$ cat config.mk
export PLATFORM = sky130hd
export DESIGN_NAME = irq_arbiter
export DESIGN_NICKNAME = d
export VERILOG_FILES = /design/src/rtl/irq_arbiter.sv
export SDC_FILE = /design/constraint.sdc
export NUM_CORES = 1
export LEC_CHECK = 0
export BUFFER_PORTS_ARGS = -buffer_cell sky130_fd_sc_hd__buf_2
export CAP_MARGIN = 0
export CORE_ASPECT_RATIO = 0.8
export CORE_MARGIN = 2
export CORE_UTILIZATION = 40
export CTS_BUF_LIST = sky130_fd_sc_hd__clkbuf_2 sky130_fd_sc_hd__clkbuf_4 sky130_fd_sc_hd__clkbuf_8
export DETAILED_ROUTE_END_ITERATION = 6
export PLACE_DENSITY = 0.87
export SLEW_MARGIN = 20
export SYNTH_ARGS = -nofsm -noshare
export SYNTH_HDL_FRONTEND = slang
export SYNTH_SLANG_ARGS = --single-unit
$ cat constraint.sdc
create_clock -name clk -period 2.35 [get_ports clk]
set_input_delay 0.235 -clock clk [delete_from_list [all_inputs] [get_ports clk]]
set_output_delay 0.235 -clock clk [all_outputs]
set_load 0.005 [all_outputs]
$ cat src/rtl/irq_arbiter.sv
// Machine-mode interrupt arbiter: mirrors CLINT/PLIC sources into mip and raises one trap at a time.
// Optional IRQ_EXT_SYNC_EN adds a 2-flop synchroniser on m_eip.
`ifndef XLEN
`define XLEN 32
`endif

module irq_arbiter (
  input  logic              clk,
  input  logic              rst_n,
  input  logic              m_sip,
  input  logic              m_tip,
  input  logic              m_eip,
  input  logic              mstatus_mie,
  input  logic              mie_msie,
  input  logic              mie_mtie,
  input  logic              mie_meie,
  input  logic              irq_ack,
  input  logic              mret,
  output logic              irq_req,
  output logic [`XLEN-1:0]  irq_cause,
  output logic [`XLEN-1:0]  mip
);

  typedef enum logic [1:0] {
    StIdle    = 2'b00,
    StReq     = 2'b01,
    StService = 2'b10
  } state_e;

  state_e             state;
  logic               eip_s;
  logic [`XLEN-1:0]   mip_d;
  logic [`XLEN-1:0]   enable_mask;
  logic [`XLEN-1:0]   pend;
  logic               fire;
  logic [3:0]         code;
  logic [`XLEN-1:0]   cause_d;

`ifdef IRQ_EXT_SYNC_EN
  logic [1:0] eip_sync;

  always_ff @(posedge clk or negedge rst_n) begin
    if (!rst_n) begin
      eip_sync <= 2'b00;
    end else begin
      eip_sync <= {eip_sync[0], m_eip};
    end
  end

  assign eip_s = eip_sync[1];
`else
  assign eip_s = m_eip;
`endif

  always_comb begin
    mip_d       = '0;
    mip_d[11]   = eip_s;
    mip_d[7]    = m_tip;
    mip_d[3]    = m_sip;
    enable_mask = '0;
    enable_mask[11] = mie_meie;
    enable_mask[7]  = mie_mtie;
    enable_mask[3]  = mie_msie;
  end

  // Arbitration works on the registered mip, which gives the fixed two-edge latency.
  assign pend = mip & enable_mask;
  assign fire = mstatus_mie & (pend != '0);

  always_comb begin
    code = 4'd0;
    if (pend[11]) begin
      code = 4'd11;
    end else if (pend[3]) begin
      code = 4'd3;
    end else if (pend[7]) begin
      code = 4'd7;
    end
    cause_d            = '0;
    cause_d[`XLEN-1]   = 1'b1;
    cause_d[3:0]       = code;
  end

  always_ff @(posedge clk or negedge rst_n) begin
    if (!rst_n) begin
      mip <= '0;
    end else begin
      mip <= mip_d;
    end
  end

  always_ff @(posedge clk or negedge rst_n) begin
    if (!rst_n) begin
      state     <= StIdle;
      irq_req   <= 1'b0;
      irq_cause <= '0;
    end else begin
      case (state)
        StIdle: begin
          if (fire) begin
            state     <= StReq;
            irq_req   <= 1'b1;
            irq_cause <= cause_d;
          end
        end
        // Request and cause are frozen until the core takes the trap.
        StReq: begin
          if (irq_ack) begin
            state   <= StService;
            irq_req <= 1'b0;
          end
        end
        StService: begin
          if (mret) begin
            state <= StIdle;
          end
        end
        default: begin
          state   <= StIdle;
          irq_req <= 1'b0;
        end
      endcase
    end
  end

endmodule

==> out/metrics.yaml, run 1 <==
logic_synthesis:
  yosysMostFrequentCell: "buf_4"
  async_flop_share_pct: 100
  seq_area_frac_synth_pct: 31.1
  synth_xor_area_share_pct: 0
  ys_warn_count: 0
  synth_commonest_cells: "57 x buf_4, 10 x dfrtp_1, 4 x o21ai_0"
  synthAdderAreaFrac_pct: 0
  syn_inst: 87
  yosysTopAreaCell: "buf_4"
  synthSimpleGateAreaFrac_pct: 6.52
  yosys-top-cells-area: "buf_4 53%, dfrtp_1 31%, o21ai_0 2.5%"
  synth_compound_area_share_pct: 8.85
  synth-main-ff-cell: "dfrtp_1"
  synth_top_family_by_area: "buffers and inverters"
  synth.avg_cell_area_um2: 9.26
  synth.cell_area_um2: 806
  yosys-mux-area-fraction_pct: 0
  yosysUniqueCellTypes: 14
  synth_edf_count: 0
  synth_top_area_share_pct: 53.1
  synth_seq_cells: 10
global_route:
  antenna_found_initial: 0
  grt_pass1_vias: 350
  gr-total-overflow: 0
  grt_util_all_layers_pct: 8.09
  grt_pass1_wl_um: 1370
  grt_max_degree: 11
setup_path:
  critPathLaunchType: "register"
  worst-endpoint-required_ns: 2.55
  critPathKind: "reg2reg"
  end_kind: "register"
  crit_fanout: 5
  crit_arrival_ns: 1.42
  r2r_slack_ns: 1.13
  r2r-end: "irq_cause[1]"
  r2r.worst_path.cells: 3
  timing.rr.start: "state[0]"
cells_and_area:
  stdcell_count: 132
  nets: 121
  multi_input_area_um2: 334
  fillers: 189
  layout-drive-gt1-share_pct: 25.0
  antennaDiodeCount: 0
  areaGrowthSynthToFinish_pct: -7.92
  fin_area_um2: 742
  ff_latch_area_um2: 250
timing:
  finalHoldViolations: 0
  finalClockSkew_ns: 0.00565
  setup_viol: 0
  finalSetupTns_ns: 0
  finalCriticalPeriod_ns: 1.22
  setup_slack_ns: 1.13
  final_max_slew_viol_count: 0
  fmax_mhz: 819
  min_period_over_period_pct: 52.0
  whs_ns: 0.0777
  grt_setup_unrepaired: "false"
power_and_ir_drop:
  peakVddDrop_mv: 0.426
  leakagePower_nw: 0.427
  p_per_area_mw_per_mm2: 632
routing:
  viasPerCell: 3.49
  remaining_drc_errors: 0
  routed_wl_um: 980
  wl_per_cell_um: 7.42
  drt_iter0_drc: 1
  via_count: 461
  drtPass1Iterations: 4
  ant_nets: 0
cts:
  htreeDepth: 1
  cts_buffer_depth: 2
  cts_resized: 0
  clock_latency_ns: 0.26
  cts_buffers: 3
  path_clk_slew_ns: 0.06
  cts.sinks: 10
  root_buffer: "clkbuf_4"
  cts_tree: "done"
  post-cts-setup-buffers: 0
  cts_hold_buf: 1
floorplanning:
  start_util_pct: 42.6
  die_area_mm2: 0.00239
  num_rows: 14
  io_pins: 76
  die_x_um: 54.2
  die_y_um: 44.1
  fp.coreArea_mm2: 0.00189
placement:
  place_area_um2: 709
  place_ws_ns: 1.12
  gp_congestion: 0.685
  place_hpwl_um: 838
  io_buffer_count: 19
  dp_cells: 128
min_path:
  min_from: "m_tip"
  hold_path_class: "in2reg"
  whs_path_depth: 1
  hold_path_end: "mip[7]"
run_status:
  status: "finished, final reports clean"
flow_run:
  drv_cap: 0
final cells by class:
type                    instances  share of cell area [%]
well taps                      24                    4.05
flip-flops and latches         10                    33.7
multi-input cells              75                    45.0
repair buffers                 20                    14.2
clock buffers                   3                    3.04
critical path: stages (launching register included):
cell and delay, ns:
dfrtp_1 0.41, or3b_4 0.44, a21oi_2 0.19, or2_1 0.12
metrics by stage:
stage	util (%)	total power [mW]
2_1_floorplan	-	0.374
5_1_grt	39.2	0.505
4_1_cts	39.2	0.472
3_3_place_gp	37.5	0.352
3_5_place_dp	37.5	0.357
6_report	39.2	0.469
worst max path at each step:
stage | cells past startpoint | endpoint | slack (ns) | from
finish | 3 | irq_cause[1] | 1.13 | state[0]
CTS | 3 | irq_cause[1] | 1.11 | state[0]
detailed placement | 3 | irq_cause[31] | 1.12 | state[0]
global placement | 3 | irq_cause[31] | 1.17 | state[0]
global route | 3 | irq_cause[1] | 1.05 | state[0]
floorplan | 2 | irq_cause[2] | 1.20 | state[0]
layout by cell type, fill, tap and decap left out, drive strengths merged:
cell         instances
a21o                 2
clkbuf               3
dfrtp               10
conb                56
nand2                2
nor2                 2
buf                 19
o21ai                4
o22a                 1
or3b                 1
nand2b               1
dlygate4sd3          1
or2                  2
a21oi                1
a22oi                2
nand3b               1
routing by layer:
metal	track usage, %	vias up	share of wire [%]
met4	6.00	0	1.6
li1	-	205	-
met1	9.59	203	35
met3	1.69	2	16
met2	12.8	51	47
met5	0	-	0
cell families (layout without fill, tap and decap cells):
group / count (synthesis) / after routing
simple gates: 9 / 9
other cells: 1 / 56
buf+inv: 57 / 23
compound gates: 10 / 10
flops: 10 / 10
registers in the layout, summed over array words and instances, names as in the netlist:
register and flops:
irq_cause 4, mip 3, state 2, irq_req 1
report_power, final:
group	leakage [nW]	internal [mW]	total, mW	switching (mW)
logic	0.299	0.0588	0.123	0.0643
registers	0.115	0.209	0.235	0.0262
clock network	0.0138	0.0588	0.111	0.0523
Note: power is estimated with default switching activity, not from simulation.
==> run 2: changes to the inputs <==
--- a/config.mk
+++ b/config.mk
@@ -9,10 +9,10 @@
 export CAP_MARGIN = 0
 export CORE_ASPECT_RATIO = 0.8
 export CORE_MARGIN = 2
-export CORE_UTILIZATION = 40
+export CORE_UTILIZATION = 37
 export CTS_BUF_LIST = sky130_fd_sc_hd__clkbuf_2 sky130_fd_sc_hd__clkbuf_4 sky130_fd_sc_hd__clkbuf_8
 export DETAILED_ROUTE_END_ITERATION = 6
-export PLACE_DENSITY = 0.87
+export PLACE_DENSITY = 0.81
 export SLEW_MARGIN = 20
 export SYNTH_ARGS = -nofsm -noshare
 export SYNTH_HDL_FRONTEND = slang
==> constraint.sdc (replaced) <==
create_clock -name clk -period 1.25 [get_ports clk]
set_input_delay 0.125 -clock clk [delete_from_list [all_inputs] [get_ports clk]]
set_output_delay 0.125 -clock clk [all_outputs]
set_load 0.005 [all_outputs]
==> out/metrics.yaml, run 2 (synthesis gave the netlist of run 1 again) <==
routing:
  drtPass1Iterations: 1  # was 4
  drt-met1-wl_um: 326  # was 346 µm
  wl_per_cell_um: 7.53  # was 7.42 µm
  ant_nets: 0  # unchanged
  viasPerCell: 3.36  # was 3.49
  routed_wl_um: 1050  # was 980 µm
  drt_iter0_drc: 0  # was 1
  via_count: 467  # was 461
  top_layer_used: "met4"  # unchanged
  wl_met3_um: 154  # was 155 µm
  remaining_drc_errors: 0  # unchanged
  wl_met2_um: 551  # was 462 µm
setup_path:
  critPathLaunchType: "register"  # unchanged
  end_kind: "register"  # unchanged
  worst-endpoint-required_ns: 1.46  # was 2.55 ns
  crit_fanout: 5  # unchanged
  critPathKind: "reg2reg"  # unchanged
  crit_arrival_ns: 1.39  # was 1.42 ns
cells_and_area:
  top_regs: "irq_cause x4, mip x3, state x2"  # unchanged
  ff_latch_area_um2: 250  # unchanged
  fin_util_pct: 38.2  # was 39.2%
  regMostFlops: "irq_cause"  # unchanged
  nets: 126  # was 121
  antennaDiodeCount: 0  # unchanged
  multi_input_area_um2: 334  # unchanged
  layout-drive-gt1-share_pct: 26.3  # was 25.0%
  largest_reg_flops: 4  # unchanged
  areaGrowthSynthToFinish_pct: -0.466  # was -7.92%
  final_cell_mix: "56 x conb_1, 19 x buf_2, 10 x dfrtp_1"  # unchanged
  fillers: 219  # was 189
  final_common_cell: "conb_1"  # unchanged
floorplanning:
  die_x_um: 56.2  # was 54.2 µm
  die_y_um: 45.7  # was 44.1 µm
  die_area_mm2: 0.00257  # was 0.00239 mm²
  num_rows: 15  # was 14
  fp.coreArea_mm2: 0.00210  # was 0.00189 mm²
  io_pins: 76  # unchanged
  start_util_pct: 38.3  # was 42.6%
cts:
  cts_buffers: 3  # unchanged
  cts.sinks: 10  # unchanged
  root_buffer: "clkbuf_4"  # unchanged
  cts_resized: 0  # unchanged
  cts_tree: "done"  # unchanged
  clock_latency_ns: 0.27  # was 0.26 ns
  path_clk_slew_ns: 0.07  # was 0.06 ns
  cts_buffer_depth: 2  # unchanged
  htreeDepth: 1  # unchanged
global_route:
  grt_util_all_layers_pct: 7.72  # was 8.09%
  grt_max_degree: 11  # unchanged
  antenna_found_initial: 0  # unchanged
  gr-total-overflow: 0  # unchanged
  grt_pass1_wl_um: 1490  # was 1370 µm
  grt_pass1_vias: 387  # was 350
timing:
  whs_ns: 0.110  # was 0.0777 ns
  finalCriticalPeriod_ns: 1.18  # was 1.22 ns
  setup_viol: 0  # unchanged
  finalClockSkew_ns: 0.00207  # was 0.00565 ns
  grt_setup_unrepaired: "false"  # unchanged
  setup_slack_ns: 0.0683  # was 1.13 ns
  fmax_mhz: 846  # was 819 MHz
  finalHoldViolations: 0  # unchanged
  final_max_slew_viol_count: 0  # unchanged
  min_period_over_period_pct: 94.5  # was 52.0%
  finalSetupTns_ns: 0  # unchanged
placement:
  io_buffer_count: 19  # unchanged
  place_ws_ns: 0.0754  # was 1.12 ns
  gp_congestion: 0.728  # was 0.685
  place_hpwl_um: 882  # was 838 µm
power_and_ir_drop:
  peakVddDrop_mv: 0.648  # was 0.426 mV
  p_per_area_mw_per_mm2: 1250  # was 632 mW/mm²
  leakagePower_nw: 0.457  # was 0.427 nW
min_path:
  hold_path_class: "in2reg"  # unchanged
flow_run:
  drv_cap: 0  # unchanged
run_status:
  status: "finished, final reports clean"  # unchanged
[run 2: worst paths after layout]
kind                       depth (start not counted)             to  slack (ns)           from
setup / recovery                                   3   irq_cause[1]        0.07       state[0]
hold / removal                                     3   irq_cause[3]        0.11       mie_meie
setup reg to reg                                   3   irq_cause[1]        0.07       state[0]
hold reg to reg                                    1  irq_cause[31]        0.47  irq_cause[31]
max in group asynchronous                          2  irq_cause[31]        0.83          rst_n
min in group asynchronous                          2       state[0]        0.23          rst_n
[run 2: what timing repair did]
action	4_1_cts	5_1_grt
endpoints found under the hold margin	13	0
hold buffers	4	0
setup buffers	0	0
[run 2: metrics by stage]
| stage | instances | instance area (µm²) | power, mW |
|---|---|---|---|
| final | 139 | 802 | 0.999 |
| after global routing | 139 | 802 | 1.07 |
| after CTS | 139 | 802 | 1.01 |
| after detailed placement | 131 | 726 | 0.702 |
| after global placement | 131 | 726 | 0.694 |
| after floorplan | 142 | 1010 | 0.703 |
[run 2: layout make-up]
cell class	count	area share [%]
repair buffers	25	18.7
flip-flops and latches	10	31.2
well taps	25	3.90
multi-input cells	75	41.7
clock buffers	4	4.52
[run 2: worst max-delay path, cell delays in order, from the launching register on]
cell and delay (ns):
dfrtp_1 0.38, or3b_4 0.42, a21oi_2 0.20, or2_1 0.13
[run 2: routing by layer]
metal	up-vias	track usage, %
met5	-	0
met4	0	4.29
met3	2	2.27
met2	44	14.1
met1	204	8.25
li1	217	-
[run 2: where the power goes]
| group | internal [mW] | switching [mW] | leakage [nW] |
|---|---|---|---|
| Clock | 0.177 | 0.116 | 0.0210 |
| Combinational | 0.138 | 0.137 | 0.322 |
| Sequential | 0.392 | 0.0388 | 0.115 |
